File: config.mk
export PLATFORM = sky130hd
export DESIGN_NAME = fifo_stream_reader_flat
export DESIGN_NICKNAME = d
export VERILOG_FILES = /design/src/rtl/fifo_pkg.sv /design/src/rtl/fifo_stream_reader_if.sv /design/src/rtl/fifo_stream_reader_skid_buf.sv /design/src/rtl/fifo_stream_reader.sv /design/src/flat_wrapper.sv
export SDC_FILE = /design/constraint.sdc
export NUM_CORES = 1
export LEC_CHECK = 0
export BUFFER_PORTS_ARGS = -buffer_cell sky130_fd_sc_hd__buf_2
export CAP_MARGIN = 40
export CORE_MARGIN = 4
export CORE_UTILIZATION = 49
export CTS_CLUSTER_DIAMETER = 120
export DETAILED_ROUTE_END_ITERATION = 12
export PLACE_DENSITY = 0.84
export SLEW_MARGIN = 40
export SYNTH_ARGS = -nofsm -noshare
export SYNTH_HDL_FRONTEND = slang
export SYNTH_SLANG_ARGS = --single-unit
File: constraint.sdc
create_clock -name clk -period 2.4 [get_ports clk]
set_input_delay 0.24 -clock clk [delete_from_list [all_inputs] [get_ports clk]]
set_output_delay 0.24 -clock clk [all_outputs]
set_load 0.1 [all_outputs]
File: src/rtl/fifo_pkg.sv
// ---------------------------------------------------------------------------
// fifo_pkg
// Shared definitions for the FIFO, its read-side stream interface and the
// fifo_stream_reader drain controller.
//   FIFO_WIDTH_DEFAULT / FIFO_DEPTH_DEFAULT : default FIFO geometry
//   RD_BUF_DEPTH                            : entries in the reader output buffer
//   reader_state_t                          : reader controller states
//   buf_ptr_inc()                           : wrapping pointer increment for that buffer
// ---------------------------------------------------------------------------
package fifo_pkg;

    localparam int FIFO_WIDTH_DEFAULT = 16;
    localparam int FIFO_DEPTH_DEFAULT = 16;
    localparam int RD_BUF_DEPTH       = 3;

    typedef enum logic [1:0] {
        IDLE  = 2'd0,
        RUN   = 2'd1,
        DRAIN = 2'd2
    } reader_state_t;

    // The buffer depth is not a power of two, so pointers wrap explicitly.
    function automatic logic [1:0] buf_ptr_inc(input logic [1:0] p);
        return (p == 2'(RD_BUF_DEPTH - 1)) ? 2'd0 : p + 2'd1;
    endfunction

endpackage

File: src/rtl/fifo_stream_reader_if.sv
// ---------------------------------------------------------------------------
// fifo_stream_reader_if
// Bundles the two handshakes of the reader: the FIFO read port and the
// outgoing valid/ready stream.
//   FIFO side  : rd_en (reader->FIFO), empty, data_out, underflow (FIFO->reader)
//   Stream side: out_data, out_valid, out_last (reader->sink), out_ready (sink->reader)
// Modports: master = the reader, slave = the FIFO plus the sink.
// FIFO_WIDTH must match the FIFO_WIDTH of the reader bound to this instance.
// ---------------------------------------------------------------------------
interface fifo_stream_reader_if
    import fifo_pkg::*;
#(
    parameter int FIFO_WIDTH = FIFO_WIDTH_DEFAULT
);

    logic                  rd_en;
    logic                  empty;
    logic [FIFO_WIDTH-1:0] data_out;
    logic                  underflow;
    logic [FIFO_WIDTH-1:0] out_data;
    logic                  out_valid;
    logic                  out_ready;
    logic                  out_last;

    modport master (
        output rd_en,
        input  empty,
        input  data_out,
        input  underflow,
        output out_data,
        output out_valid,
        input  out_ready,
        output out_last
    );

    modport slave (
        input  rd_en,
        output empty,
        output data_out,
        output underflow,
        input  out_data,
        input  out_valid,
        output out_ready,
        input  out_last
    );

endinterface

File: src/rtl/fifo_stream_reader_skid_buf.sv
// ---------------------------------------------------------------------------
// stream_skid_buf
// Small circular buffer that absorbs the FIFO read latency in front of the
// output stream.
//   clk, rst_n  : clock, synchronous active-low reset
//   i_push      : write i_push_data into the tail
//   i_pop       : drop the head entry (ignored when empty)
//   o_occ       : number of stored entries (0..RD_BUF_DEPTH)
//   o_head      : oldest entry, forced to zero while empty
// ---------------------------------------------------------------------------
module stream_skid_buf
    import fifo_pkg::*;
#(
    parameter int WIDTH = FIFO_WIDTH_DEFAULT
)(
    input  logic             clk,
    input  logic             rst_n,
    input  logic             i_push,
    input  logic [WIDTH-1:0] i_push_data,
    input  logic             i_pop,
    output logic [1:0]       o_occ,
    output logic [WIDTH-1:0] o_head
);

    localparam logic [1:0] OCC_FULL = 2'(RD_BUF_DEPTH);

    logic [1:0]       r_wr_ptr;
    logic [1:0]       r_rd_ptr;
    logic [1:0]       r_occ;
    logic [WIDTH-1:0] w_entries [RD_BUF_DEPTH];
    logic             w_push;
    logic             w_pop;

    assign w_pop  = i_pop && (r_occ != 2'd0);
    // The reader's issue rule never overfills the buffer; a push into a
    // full buffer without a simultaneous pop is refused rather than
    // overwriting the head.
    assign w_push = i_push && ((r_occ != OCC_FULL) || w_pop);

    genvar gi;
    generate
        for (gi = 0; gi < RD_BUF_DEPTH; gi++) begin : g_entry
            logic [WIDTH-1:0] r_entry;
            always_ff @(posedge clk) begin
                if (w_push && (r_wr_ptr == 2'(gi))) begin
                    r_entry <= i_push_data;
                end
            end
            assign w_entries[gi] = r_entry;
        end
    endgenerate

    always_ff @(posedge clk) begin
        if (!rst_n) begin
            r_wr_ptr <= 2'd0;
            r_rd_ptr <= 2'd0;
            r_occ    <= 2'd0;
        end else begin
            if (w_push) r_wr_ptr <= buf_ptr_inc(r_wr_ptr);
            if (w_pop)  r_rd_ptr <= buf_ptr_inc(r_rd_ptr);
            case ({w_push, w_pop})
                2'b10:   r_occ <= r_occ + 2'd1;
                2'b01:   r_occ <= r_occ - 2'd1;
                default: r_occ <= r_occ;
            endcase
        end
    end

    assign o_occ  = r_occ;
    // Entries are not reset, so the head is masked to keep out_data at zero
    // after reset and whenever nothing is buffered.
    assign o_head = (r_occ != 2'd0) ? w_entries[r_rd_ptr] : '0;

endmodule

File: src/rtl/fifo_stream_reader.sv
// ---------------------------------------------------------------------------
// fifo_stream_reader
// Read-side drain controller placed directly after a FIFO. Issues rd_en,
// captures the word the FIFO returns one cycle later into a 3-entry buffer
// and presents it as a valid/ready stream with frame-end markers.
//   clk, rst_n     : clock, synchronous active-low reset (shared with the FIFO)
//   en             : run request
//   bus (master)   : FIFO read port + output stream (see fifo_stream_reader_if)
//   busy           : controller not idle
//   word_cnt       : output handshakes since reset, wrapping
//   err_underflow  : sticky FIFO underflow flag, cleared by clr_err
//   clr_err        : clear for err_underflow (a coincident underflow wins)
// ---------------------------------------------------------------------------
module fifo_stream_reader
    import fifo_pkg::*;
#(
    parameter int FIFO_WIDTH = FIFO_WIDTH_DEFAULT,
    parameter int FRAME_LEN  = 8,
    parameter int CNT_WIDTH  = 16
)(
    input  logic                   clk,
    input  logic                   rst_n,
    input  logic                   en,
    fifo_stream_reader_if.master   bus,
    output logic                   busy,
    output logic [CNT_WIDTH-1:0]   word_cnt,
    output logic                   err_underflow,
    input  logic                   clr_err
);

    localparam int                BEAT_W    = (FRAME_LEN > 1) ? $clog2(FRAME_LEN) : 1;
    localparam logic [BEAT_W-1:0] BEAT_LAST = BEAT_W'(FRAME_LEN - 1);

    reader_state_t         r_state;
    logic                  r_inflight;
    logic [BEAT_W-1:0]     r_beat;
    logic [CNT_WIDTH-1:0]  r_word_cnt;
    logic                  r_err;

    logic [1:0]            w_occ;
    logic [FIFO_WIDTH-1:0] w_head;
    logic [2:0]            w_pending;
    logic                  w_rd_en;
    logic                  w_valid;
    logic                  w_hs;

    // Words already buffered plus the one the FIFO is about to return.
    assign w_pending = {1'b0, w_occ} + {2'b00, r_inflight};

    // Reads depend only on registered state and empty; out_ready has no
    // path here, so a read is issued only when a slot is guaranteed free.
    assign w_rd_en = rst_n && (r_state == RUN) && !bus.empty
                     && (w_pending < 3'(RD_BUF_DEPTH));

    assign w_valid = (w_occ != 2'd0);
    assign w_hs    = w_valid && bus.out_ready;

    stream_skid_buf #(
        .WIDTH       (FIFO_WIDTH)
    ) u_skid_buf (
        .clk         (clk),
        .rst_n       (rst_n),
        .i_push      (r_inflight),
        .i_push_data (bus.data_out),
        .i_pop       (w_hs),
        .o_occ       (w_occ),
        .o_head      (w_head)
    );

    always_ff @(posedge clk) begin
        if (!rst_n) begin
            r_state    <= IDLE;
            r_inflight <= 1'b0;
            r_beat     <= '0;
            r_word_cnt <= '0;
            r_err      <= 1'b0;
        end else begin
            r_inflight <= w_rd_en;

            // Frame position is deliberately kept across DRAIN/IDLE.
            if (w_hs) begin
                r_word_cnt <= r_word_cnt + CNT_WIDTH'(1);
                r_beat     <= (r_beat == BEAT_LAST) ? '0 : r_beat + BEAT_W'(1);
            end

            if (bus.underflow)  r_err <= 1'b1;
            else if (clr_err)   r_err <= 1'b0;

            case (r_state)
                IDLE:    if (en) r_state <= RUN;
                RUN:     if (!en) r_state <= DRAIN;
                DRAIN: begin
                    if (en)                                  r_state <= RUN;
                    else if ((w_occ == 2'd0) && !r_inflight) r_state <= IDLE;
                end
                default: r_state <= IDLE;
            endcase
        end
    end

    assign bus.rd_en     = w_rd_en;
    assign bus.out_valid = w_valid;
    assign bus.out_data  = w_head;
    assign bus.out_last  = w_valid && (r_beat == BEAT_LAST);
    assign busy          = (r_state != IDLE);
    assign word_cnt      = r_word_cnt;
    assign err_underflow = r_err;

endmodule

File: src/flat_wrapper.sv
// flat-port wrapper written by rule: the top's interface ports become plain ports
module fifo_stream_reader_flat import fifo_pkg::*;
#(
    parameter int FIFO_WIDTH = FIFO_WIDTH_DEFAULT,
    parameter int FRAME_LEN  = 8,
    parameter int CNT_WIDTH  = 16
)
  (clk, rst_n, en, busy, word_cnt, err_underflow, clr_err, bus_rd_en, bus_empty, bus_data_out, bus_underflow, bus_out_data, bus_out_valid, bus_out_ready, bus_out_last);
  fifo_stream_reader_if #(.FIFO_WIDTH(FIFO_WIDTH)) bus_i ();
  input  logic clk;
  input  logic rst_n;
  input  logic en;
  output logic busy;
  output logic [CNT_WIDTH-1:0] word_cnt;
  output logic err_underflow;
  input  logic clr_err;
  output wire logic [$bits(bus_i.rd_en)-1:0] bus_rd_en;
  input wire logic [$bits(bus_i.empty)-1:0] bus_empty;
  input wire logic [$bits(bus_i.data_out)-1:0] bus_data_out;
  input wire logic [$bits(bus_i.underflow)-1:0] bus_underflow;
  output wire logic [$bits(bus_i.out_data)-1:0] bus_out_data;
  output wire logic [$bits(bus_i.out_valid)-1:0] bus_out_valid;
  input wire logic [$bits(bus_i.out_ready)-1:0] bus_out_ready;
  output wire logic [$bits(bus_i.out_last)-1:0] bus_out_last;
  assign bus_rd_en = bus_i.rd_en;
  assign bus_i.empty = bus_empty;
  assign bus_i.data_out = bus_data_out;
  assign bus_i.underflow = bus_underflow;
  assign bus_out_data = bus_i.out_data;
  assign bus_out_valid = bus_i.out_valid;
  assign bus_i.out_ready = bus_out_ready;
  assign bus_out_last = bus_i.out_last;
  fifo_stream_reader #(.FIFO_WIDTH(FIFO_WIDTH), .FRAME_LEN(FRAME_LEN), .CNT_WIDTH(CNT_WIDTH)) u_core (.clk(clk), .rst_n(rst_n), .en(en), .bus(bus_i), .busy(busy), .word_cnt(word_cnt), .err_underflow(err_underflow), .clr_err(clr_err));
endmodule
; ---- Word level (Yosys, flattened, before mapping)
; Index checks and enable logic that the tools add are counted.
[classes]
bitwise_logic = 1
addsub = 7
reduce_logical = 22
n_mux = 15
n_lt_le_gt_ge = 2
eq_ne = 12
shift = 0
n_mul = 0
div_mod_pow = 0
[ops]
columns = cell, n
row1 = 16-bit 2-to-1 mux, 3
row2 = 16-bit binary-select mux with 2-bit select, 1
row3 = "16-bit by 1-bit adder with 16-bit output, second input constant", 1
row4 = 2-bit 2-to-1 mux, 6
row5 = 1-bit logical AND, 11
row6 = "2-bit equality test, second input constant", 4
row7 = 2-bit nonzero test, 4
row8 = "2-bit by 1-bit adder with 2-bit output, second input constant", 3
row9 = "2-bit by 1-bit equality test with 1-bit output, second input constant", 3
row10 = 2-bit logical NOT, 3
row11 = "2-bit inequality test, second input constant", 3
row12 = 2-bit one-hot mux with 3 select lines, 1
row13 = 2-bit one-hot mux with 2 select lines, 1
row14 = 2-bit by 1-bit adder with 3-bit output, 1
row15 = "3-bit by 1-bit adder with 3-bit output, second input constant", 1
row16 = "3-bit equality test, second input constant", 1
row17 = "3-bit greater-or-equal comparator, second input constant", 1
row18 = "3-bit by 2-bit less-than comparator with 1-bit output, second input constant", 1
row19 = 3-bit 2-to-1 mux, 1
row20 = "3-bit by 2-bit inequality test with 1-bit output, second input constant", 1
row21 = 2-bit NOT with 3-bit output, 1
row22 = 3-bit AND reduction, 1
row23 = 1-bit logical NOT, 2
row24 = 1-bit 2-to-1 mux, 2
row25 = other kinds (2), 2
[totals]
romBits = 0
out_inout_bits = 37
inputBits = 23
latch_bits = 0
mem_count = 0
register_bits = 77
ram_bits = 0

; ---- Longest topological paths before layout
; Gate-level depths: netlist (run 1).
[logic_depth]
word_depth = 7
mapped_depth = 6
ltp_nobuf = 5

; ---- Hierarchy
; From an unflattened synthesis (run 1), not the netlist that was laid out.
[unflattened]
cells_unflattened = 276
area_unflattened_um2 = 3325.7
[by_module_without_submodules]
columns = mod, cells_each, seq_area_each_um2, area_per_inst_um2, n_inst
row1 = stream_skid_buf, 154, 1561.5, 2200.9, 1
row2 = fifo_stream_reader, 122, 460.4, 1124.8, 1

; ---- Worst setup path after synthesis (run 1)
; No wires, ideal clock.
[synth_timing]
path_type = register to output
start = register u_core.r_inflight
end = output bus_rd_en
path_buffers = 0
slack_ns = -1.893
path_stages_with_launch = 5
t_arrival_ns = 4.053
cell_sequence = dfxtp_1 -> ha_1 -> ha_1 -> a21oi_1 -> nor4b_1
[synth_between]
elab_chain_cells = 3
[synth_lines]
columns = item, line_no
row1 = from (decl), fifo_stream_reader.sv:35  ; logic r_inflight;
row2 = from (signal assigned), fifo_stream_reader.sv:78  ; r_inflight <= w_rd_en;
row3 = 2-bit by 1-bit adder with 3-bit output, fifo_stream_reader.sv:48  ; assign w_pending = {1'b0, w_occ} + {2'b00, r_inflight};
row4 = 3-bit by 2-bit less-than comparator with 1-bit output, fifo_stream_reader.sv:53  ; && (w_pending < 3'(RD_BUF_DEPTH));
row5 = 1-bit logical AND, fifo_stream_reader.sv:53
row6 = to (decl), flat_wrapper.sv:17  ; output wire logic [$bits(bus_i.rd_en)-1:0] bus_rd_en;
; No other way between the ends.

; ---- Worst setup path in the final report (run 1)
[layout_timing]
start = register u_core.u_skid_buf.r_occ[1], in the netlist u_core.u_skid_buf.o_occ[1]
end = output bus_rd_en
[layout_between]
elab_chain_cells = 3
[layout_lines]
columns = item, line_no
row1 = from (decl), fifo_stream_reader_skid_buf.sv:29  ; logic [1:0] r_occ;
row2 = from (signal assigned), fifo_stream_reader_skid_buf.sv:62  ; 2'b10: r_occ <= r_occ + 2'd1;
row3 = from (signal assigned), fifo_stream_reader_skid_buf.sv:63  ; 2'b01: r_occ <= r_occ - 2'd1;
row4 = from (signal assigned), fifo_stream_reader_skid_buf.sv:64  ; default: r_occ <= r_occ;
row5 = 2-bit by 1-bit adder with 3-bit output, fifo_stream_reader.sv:48
row6 = 3-bit by 2-bit less-than comparator with 1-bit output, fifo_stream_reader.sv:53
row7 = 1-bit logical AND, fifo_stream_reader.sv:53
; No other way between the ends.

==> run metrics, run 1 <==
Crit. Startpoint=u_core.u_skid_buf.o_occ[1]; syn nets=about 310; R2R Setup Slk=around 0.65 ns; ANT cells=0; Top FF cell, synth=edfxtp_1; first-pass GRT wire length=about 10000 um; cell count along the critical path=4; crit path buf inv count=1; critical path's slowest cell=dfxtp_1; number of enable flip-flop cells after synthesis=48; Overall Global Routing Usage=~17%; setup violators final=0; Num CTS Buffers=9; Syn Area/Cell=11.52 um2; Worst-path clk slew=around 0.070 ns; IO Count=60; Setup TNS=0 ns; asr flop ratio synth=0%; Peak VDD IR=between 0.0003 and 0.0004 V; headroom to the max-slew limit=66.60%; Compound-Gate Fraction of Synth Area=under 10%; reg-to-reg endpoint=u_core.u_skid_buf.g_entry[1].r_entry[10]; post-synthesis adder-cell area fraction=a little under 2%; Critical Path Sink=bus_rd_en; Crit Path Category=reg2out; worst-path fanout max=12; via count=roughly 2200; leakage power=1.583 nW; CP endpoint kind=output pin; post-synthesis cell area=around 3200 um2; Startpoint Class=flip-flop; Max Freq=roughly 0.46 GHz; # Post-CTS Setup Buffers=0; Pre-Repair DR Iteration Count=4; GP Congestion=0.8164; std cell rows=29; delay-heaviest family, CP=flip-flops; Die Wd=about 89 um; Final HPWL DP=4263 um; RSZ-0062 raised after global routing=no; Synth Area in Simple Gates=between 10% and 20%; Seq cells post-synth=77; PnR worst setup slack=~0.24 ns; Worst Hold Class=in2reg; number of port buffers=between 50 and 60; Post-Syn Instances=roughly 280; Placed Instance Area=about 3900 um2; CP required=approximately 2.2 ns; Yosys warnings=0; pwr/cell area=605.1 nW/um2; CP Cell Sequence=ha_1 -> a21oi_1 -> nor4b_4 -> buf_12; vias in the first global route=around 2300; largest family of logic cells by synthesized area=simple AND/OR/NAND/NOR gates; pre-CTS setup slack=~0.31 ns; max incr delay on CP=between 0.6 and 0.7 ns; Hold Worst Slack=roughly 0.086 ns; core area=between 6000 and 7000 um2; htree depth=3; Final Slew Violations=0; clock sinks=77; layout cell share with drive strength beyond 1=between 20% and 30%; clk_lat worst skew=between 0.3 and 0.4 ns; worst r2r src=u_core.u_skid_buf.o_occ[1]; wire length per cell=around 15 um; Die Ht=about 90 um; Critical Path AT=1.92 ns; Root Buffer=clkbuf_8; CTS tree=built; clock period minus worst slack=2.160 ns; grt total ovfl=0; mux cell area share after synthesis=a little over 6%; Starting Density=roughly 51%; pin count of the biggest net entering global routing=22; Final Hold Vio Count=0; WL final=slightly above 6000 um; skew final=0.008902 ns; most frequent cells in the layout=48 x edfxtp_1, 42 x buf_2, 41 x nor2_1; Hold Path Stages=2; DIE AREA=between 7000 and 8000 um2; initial drt markers=78; fillcell total=between 400 and 500; status=complete, no violations; synthesis-to-layout area growth=27.37%; via/cell ratio=5.213; post-route design area=around 4000 um2; R2R depth=5; synth unique cells=39; commonest non-fill, non-tap cell in the layout=edfxtp_1; Post-route DRC=0; maximum clock path buffer count=2; period utilization=between 90% and 100%; ANT nets after route=0; sequential fraction of the synthesis area=roughly 62%; initial antenna violation count=0; worst slew pin tran=~0.5 ns; Synth Area in XOR/XNOR=about 2.7%; nets=around 370; MaxCap Viol Count=0
[how the worst min path moves through the flow]
stage	start	endpoint	slack [ns]
2_1_floorplan	en	u_core.r_state[1]	0.32
3_3_place_gp	en	u_core.r_state[1]	0.43
3_5_place_dp	en	u_core.r_state[1]	0.43
4_1_cts	en	u_core.r_state[1]	0.07
5_1_grt	bus_data_out[10]	u_core.u_skid_buf.g_entry[1].r_entry[10]	0.08
6_report	en	u_core.r_state[1]	0.09
[routing by layer]
layer / routed length [um] / share of wire (%) / track usage (%)
met1: 2611 / 42 / 20.62
met2: 3115 / 50 / 29.47
met3: 378 / 6.1 / 5.346
met4: 113 / 1.8 / 6.495
met5: 0 / 0 / 0
[per-stage QoR]
stage	power, W	cells	util, %
3_3_place_gp	0.001579	411	61.44
5_1_grt	0.002596	427	64.56
2_1_floorplan	0.001531	281	-
6_report	0.002495	427	64.56
4_1_cts	0.002517	427	64.54
3_5_place_dp	0.001584	411	61.44
[sequential cells by signal, indices dropped and copies added, names as in the netlist]
| signal | cells |
|---|---|
| u_core.u_skid_buf.g_entry.r_entry | 48 |
| u_core.err_underflow | 1 |
| u_core.r_state | 2 |
| u_core.u_skid_buf.o_occ | 2 |
| u_core.u_skid_buf.r_rd_ptr | 2 |
| u_core.word_cnt | 16 |
| u_core.r_beat | 3 |
| u_core.u_skid_buf.r_wr_ptr | 2 |
| u_core.r_inflight | 1 |
[what timing repair did]
action                     in CTS  in global routing
pin swaps                       0                  0
gates cloned                    0                  0
setup endpoints to repair       1                  1
gates resized for setup         1                  1
hold buffers                    0                  0
[Yosys cell counts (3+ instances only)]
master | n | area, um2
a21oi_1 | 28 | 140.1
o21ai_0 | 8 | 40.04
nor3_1 | 7 | 35.03
nand3_1 | 5 | 25.02
buf_2 | 3 | 15.01
xnor2_1 | 7 | 61.31
nand2_1 | 20 | 75.07
nand2b_1 | 5 | 31.28
edfxtp_1 | 48 | 1441
ha_1 | 5 | 62.56
buf_4 | 4 | 30.03
clkbuf_1 | 5 | 18.77
nor2b_1 | 4 | 25.02
dfxtp_1 | 29 | 580.6
nor2_1 | 48 | 180.2
mux2i_1 | 20 | 200.2
inv_1 | 6 | 22.52
xor2_1 | 3 | 26.28
[cell type report]
| type | count | area [um2] | area share [%] |
|---|---|---|---|
| clock buffers | 12 | 145.1 | 3.520 |
| clock inverters | 4 | 47.55 | 1.153 |
| inverters | 6 | 22.52 | 0.5463 |
| multi-input cells | 185 | 1172 | 28.44 |
| flip-flops and latches | 77 | 2023 | 49.07 |
| well taps | 77 | 96.34 | 2.337 |
| repair buffers | 66 | 615.6 | 14.93 |
[power by group]
group | internal, W | switching [W] | leakage [nW] | total, W
clock network | 0.000506 | 0.000435 | 0.0964 | 0.000941
logic | 0.0000435 | 0.0000902 | 0.819 | 0.000134
registers | 0.00141 | 0.00000688 | 0.667 | 0.00142
[cell families (layout without fill, tap and decap cells)]
| group | after synthesis | count (layout) |
|---|---|---|
| XOR/XNOR | 10 | 10 |
| AND/OR/NAND/NOR | 106 | 106 |
| adder cells (fa/ha/maj) | 5 | 5 |
| AO/OA/AOI/OAI | 44 | 44 |
| multiplexers | 20 | 20 |
| buffers and inverters | 19 | 88 |
| flip-flops | 77 | 77 |
[worst reg2reg max path, delay by kind of cell (launching register included)]
kind | cells | cell delay (ns)
AND/OR/NAND/NOR | 2 | 0.55
AO/OA/AOI/OAI | 1 | 0.13
buffers and inverters | 2 | 0.30
flip-flops | 1 | 0.45
(Power assumes the default switching activity.)
==> run 2: changes to the inputs <==
--- a/config.mk
+++ b/config.mk
@@ -7,6 +7,7 @@
 export LEC_CHECK = 0
 export BUFFER_PORTS_ARGS = -buffer_cell sky130_fd_sc_hd__buf_2
 export CAP_MARGIN = 40
+export CORE_ASPECT_RATIO = 0.6
 export CORE_MARGIN = 4
 export CORE_UTILIZATION = 49
 export CTS_CLUSTER_DIAMETER = 120
==> run 2 against run 1 <==
Global-route usage up 0.54 points. Critical endpoint unchanged. Wire length rose by 9.1%. Sequential cell count unchanged. Critical path type unchanged.
==> run metrics, run 2 (same netlist as run 1, synthesis figures left out) <==
Final Slew Violations=0; grt total ovfl=0; initial drt markers=about 120; Max Freq=0.4440 GHz; CTS tree=built; MaxCap Viol Count=0; max incr delay on CP=roughly 0.50 ns; via/cell ratio=~5.2; Starting Density=about 52%; commonest non-fill, non-tap cell in the layout=edfxtp_1; Worst Hold Class=in2reg; largest register by flop count=u_core.u_skid_buf.g_entry.r_entry; # Post-CTS Setup Buffers=0; headroom to the max-slew limit=63.53%; DIE AREA=about 8000 um2; Setup TNS=0 ns; layout cell share with drive strength beyond 1=28.13%; wire length per cell=about 16 um; WL final=about 6800 um; number of port buffers=59; Hold Worst Slack=between 0.08 and 0.09 ns; Final Hold Vio Count=0; RSZ-0062 raised after global routing=no; Internal=slightly below 0.002 W; CP Cell Sequence=ha_1 -> ha_1 -> a21oi_1 -> nor4b_4 -> clkbuf_4; Die Ht=about 71 um; initial antenna violation count=0; Peak VDD IR=0.0003744 V; leakage power=around 1.6 nW; setup violators final=0; Die Wd=approximately 110 um; worst-path fanout max=9; Clock Power Share=between 30% and 40%; Sw Ratio=roughly 22%; worst slew pin tran=about 0.55 ns; combinational share of power=5.5%; pwr/cell area=around 600 nW/um2; most frequent cells in the layout=48 x edfxtp_1, 42 x buf_2, 41 x nor2_1; Worst-path clk slew=around 0.07 ns; nets=between 300 and 400; std cell rows=22; GP Congestion=about 0.79; via count=approximately 2300; CP endpoint kind=output pin; skew final=about 0.0066 ns; clk_lat worst skew=0.33 ns; delay-heaviest family, CP=flip-flops; pin count of the biggest net entering global routing=22; clock period minus worst slack=approximately 2.3 ns; ANT nets after route=0; Critical Path AT=2.01 ns; Final HPWL DP=4670 um; Crit Path Category=reg2out; first-pass GRT wire length=about 11000 um; most used cell, CP=ha_1; htree depth=3; Pre-Repair DR Iteration Count=5; critical path's slowest cell=dfxtp_1; register share of total power=between 50% and 60%; maximum clock path buffer count=2; Startpoint Class=flip-flop; max reg flops=between 40 and 50; vias in the first global route=2360; status=complete, no violations; Sw Pwr=about 0.00055 W; crit path buf inv count=1; CP required=2.16 ns; Root Buffer=clkbuf_8; period utilization=93.84%; Post-route DRC=0; synthesis-to-layout area growth=27.21%; clock sinks=just under 80; core area=~6200 um2; IO Count=60; ANT cells=0; Overall Global Routing Usage=17.86%; Num CTS Buffers=9
## run 2: changes by cell type in the layout (fill, tap and decap cells not counted), sizes merged
cell and change:
buf +1, clkinv +1
## run 2: timing repair
item | in CTS | in global routing
hold buffers | 0 | 0
setup endpoints to repair | 0 | 1
resized for setup | 0 | 2
## run 2: path summary, 6_finish.rpt
check	start	end	slack [ns]	cells past startpoint
setup reg to reg	u_core.u_skid_buf.o_occ[0]	u_core.u_skid_buf.g_entry[1].r_entry[13]	0.50	6
setup / recovery	u_core.r_inflight	bus_rd_en	0.15	5
hold / removal	en	u_core.r_state[1]	0.09	2
hold reg to reg	u_core.r_state[1]	u_core.r_state[0]	0.46	1
## run 2: area by class of cell
cell class	instances	area [um2]
Fill cell	470	2131
Sequential cell	77	2023
Multi-Input combinational cell	185	1179
Timing Repair Buffer	68	605.6
Clock buffer	11	131.4
Tap cell	84	105.1
Clock inverter	5	51.30
Inverter	6	22.52
## run 2: metrics by stage
step | std cells | total power [W] | cell area [um2] | setup slack, ns | utilization [%]
6_report | 436 | 0.002475 | 4118 | 0.1479 | 65.90
5_1_grt | 436 | 0.002556 | 4118 | 0.01447 | 65.90
4_1_cts | 436 | 0.002491 | 4108 | 0.01986 | 65.74
3_5_place_dp | 420 | 0.001584 | 3925 | 0.3087 | 62.82
3_3_place_gp | 420 | 0.001578 | 3920 | 0.3671 | 62.74
2_1_floorplan | 281 | 0.001531 | 3269 | -0.003719 | -
## run 2: layer usage
metal	routed length (um)	global-route usage [%]	up-vias
met5	0	0	-
met3	423	5.214	5
met2	3321	28.81	73
met4	60	6.133	0
met1	2978	23.28	1086
li1	-	-	1122
## run 2: power groups by stage
stage / clock network, W / registers (W) / logic, W
global route: 0.000990 / 0.00142 / 0.000146
global placement: 0 / 0.00145 / 0.000130
detailed placement: 0 / 0.00145 / 0.000135
CTS: 0.000936 / 0.00142 / 0.000136
finish: 0.000921 / 0.00142 / 0.000135
floorplan: 0 / 0.00146 / 0.0000739
==> run 3: changes to the inputs <==
--- a/config.mk
+++ b/config.mk
@@ -9,11 +9,12 @@
 export CAP_MARGIN = 40
 export CORE_ASPECT_RATIO = 0.6
 export CORE_MARGIN = 4
-export CORE_UTILIZATION = 49
+export CORE_UTILIZATION = 50
 export CTS_CLUSTER_DIAMETER = 120
 export DETAILED_ROUTE_END_ITERATION = 12
-export PLACE_DENSITY = 0.84
+export PLACE_DENSITY = 0.85
 export SLEW_MARGIN = 40
 export SYNTH_ARGS = -nofsm -noshare
 export SYNTH_HDL_FRONTEND = slang
+export SYNTH_HIERARCHICAL = 1
 export SYNTH_SLANG_ARGS = --single-unit
==> run 3 against run 2 <==
Synthesized cell count is 1.8% lower. Highest routed layer unchanged. Non-clock buffer count is the same. Synthesized area rose by 2.7%. Clock power up 1%. Register-to-register slack worse by 0.25 ns. Cell area grew 1.5%. First-iteration DRC count down 13%. Critical path depth increased by 1. Worst setup slack improved by 0.10 ns. Fmax increased by 4.7%. Global-route usage is 0.73 points lower.
==> run metrics, run 3 <==
leakage power=between 1.5 and 2 nW; Syn Area/Cell=~12 um2; WL final=about 6600 um; max reg flops=48; area occupied by multi-input gates=~1200 um2; Overall Global Routing Usage=between 10% and 20%; Die Wd=between 100 and 150 um; headroom to the max-slew limit=a little over half; synth top area cells=edfxtp_1 43%, dfxtp_1 17%, mux2i_1 6.3%; reg-to-reg endpoint=u_core/u_skid_buf/o_occ[1]; skew final=0.006225 ns; Internal=0.001943 W; Placed Instance Area=approximately 4000 um2; largest register by flop count=u_core/u_skid_buf/g_entry.r_entry; Pre-Repair DR Iteration Count=4; fillcell total=474; area leader, netlist=edfxtp_1; DIE AREA=around 8100 um2; most frequent cells in the layout=48 x edfxtp_1, 42 x buf_2, 34 x nand2_1; syn nets=305; layout cell share with drive strength beyond 1=a little under a third; Critical Path AT=between 2 and 2.5 ns; Max Freq=roughly 0.46 GHz; Num CTS Buffers=9; CTS tree=built; # Post-CTS Setup Buffers=0; RSZ-0062 raised after global routing=no; most common cell in the netlist=edfxtp_1; Root Buffer=clkbuf_8; post-CTS sizing=1; Critical Path Sink=u_core/u_skid_buf/o_occ[1]; initial antenna violation count=0; ANT nets after route=0; Worst Hold Class=in2reg; cell count along the critical path=6; asr flop ratio synth=0%; register share of total power=56.0%; max incr delay on CP=~0.44 ns; Crit. Startpoint=u_core/u_skid_buf/o_occ[1]; period utilization=89.62%; pwr/cell area=roughly 610 nW/um2; IO Count=60; post-synthesis cell area=3326 um2; status=complete, no violations; R2R Setup Slk=about 0.25 ns; Final Slew Violations=0; Crit Path Category=reg2reg; clk_lat worst skew=0.33 ns; Yosys warnings=6; synthesis-to-layout area growth=25.73%; crit path buf inv count=1; clock sinks=77; grt total ovfl=0; via/cell ratio=approximately 5.2; pin count of the biggest net entering global routing=20; most used cell, CP=o21ai_2; CP required=~2.7 ns; CP Cell Sequence=o21ai_2 -> inv_1 -> o21ai_2 -> ha_1 -> or3_1 -> a21boi_1; maximum clock path buffer count=2; Clock Power Share=roughly 37%; setup violators final=0; core area=around 6300 um2; post-route design area=roughly 4200 um2; Post-route DRC=0; number of enable flip-flop cells after synthesis=48; Die Ht=a little over 70 um; Seq cells post-synth=between 70 and 80; Post-Syn Instances=roughly 280; Final Hold Vio Count=0; delay-heaviest family, CP=compound AO/OA/AOI/OAI gates; hold-fix buffers at CTS=0; htree depth=3; sequential cell area=between 2000 and 2500 um2; Sw Ratio=between 20% and 30%; Top FF cell, synth=edfxtp_1; initial drt markers=around 110; wire length per cell=between 15 and 20 um; R2R depth=6; first-pass GRT wire length=around 11000 um; std cell rows=22; Final HPWL DP=about 4800 um; combinational share of power=roughly 7.2%; critical path's slowest cell=dfxtp_1; Starting Density=a little over half; Peak VDD IR=around 0.00037 V; ANT cells=0; nets=about 370; MaxCap Viol Count=0; number of port buffers=59; via count=2255; Synth top cells by count=48 x edfxtp_1, 34 x nand2_1, 29 x dfxtp_1; Startpoint Class=flip-flop; GP Congestion=approximately 0.76; Worst-path clk slew=about 0.08 ns; sequential fraction of the synthesis area=roughly three fifths; synth unique cells=38; worst slew pin tran=0.7160 ns; worst r2r src=u_core/u_skid_buf/o_occ[1]; area share of the largest cell type after synthesis=around 43%; CP endpoint kind=flip-flop; Sw Pwr=between 0.0005 and 0.0006 W; commonest non-fill, non-tap cell in the layout=edfxtp_1; Layout Utilization=66.63%; vias in the first global route=approximately 2200; worst-path fanout max=10; clock period minus worst slack=around 2.2 ns
-- run 3: power by group through the flow --
stage,registers (W),clock network [W],logic (W)
detailed placement,0.00145,0,0.000184
CTS,0.00142,0.000960,0.000184
finish,0.00142,0.000933,0.000183
floorplan,0.00146,0,0.000101
global placement,0.00145,0,0.000179
global route,0.00142,0.00101,0.000194
-- run 3: worst min-delay path by stage --
stage          from  slack (ns)                 to  cells past startpoint
3_5_place_dp     en        0.44  u_core/r_state[1]                      2
4_1_cts          en        0.07  u_core/r_state[1]                      2
3_3_place_gp     en        0.43  u_core/r_state[1]                      2
2_1_floorplan    en        0.32  u_core/r_state[1]                      1
6_report         en        0.09  u_core/r_state[1]                      2
5_1_grt          en        0.08  u_core/r_state[1]                      2
-- run 3: metal layers --
| layer | part of all wire [%] | global-route usage (%) | up-vias |
|---|---|---|---|
| li1 | - | - | 1115 |
| met3 | 4.1 | 4.786 | 11 |
| met2 | 49 | 28.35 | 48 |
| met5 | 0 | 0 | - |
| met1 | 46 | 21.62 | 1081 |
| met4 | 1.3 | 6.400 | 0 |
-- run 3: final cells by class --
class                   count  area share [%]
flip-flops and latches     77           48.38
multi-input cells         182           29.47
repair buffers             68           14.48
clock buffers               9           2.962
well taps                  84           2.513
clock inverters             6           1.556
inverters                   7          0.6284
-- run 3: logic make-up after synthesis --
group                      synth area share (%)
and+or+nand+nor                           17.76
DFF                                       60.80
AOI/OAI and AO/OA                         6.622
muxes                                     6.320
buffers and inverters                     2.821
xor gates and xnor gates                  3.424
adders and majority gates                 2.257
-- run 3: metrics by stage --
stage                     setup slack, ns  setup TNS, ns  hold slack, ns  total power [W]  std cells
after floorplan                   -0.2110         -2.992          0.3193         0.001564        276
after global placement             0.3578              0          0.4288         0.001631        418
after detailed placement           0.2867              0          0.4388         0.001637        418
after CTS                          0.1081              0         0.07079         0.002566        433
after global routing               0.1080              0         0.07727         0.002625        433
final                              0.2492              0         0.08582         0.002539        433
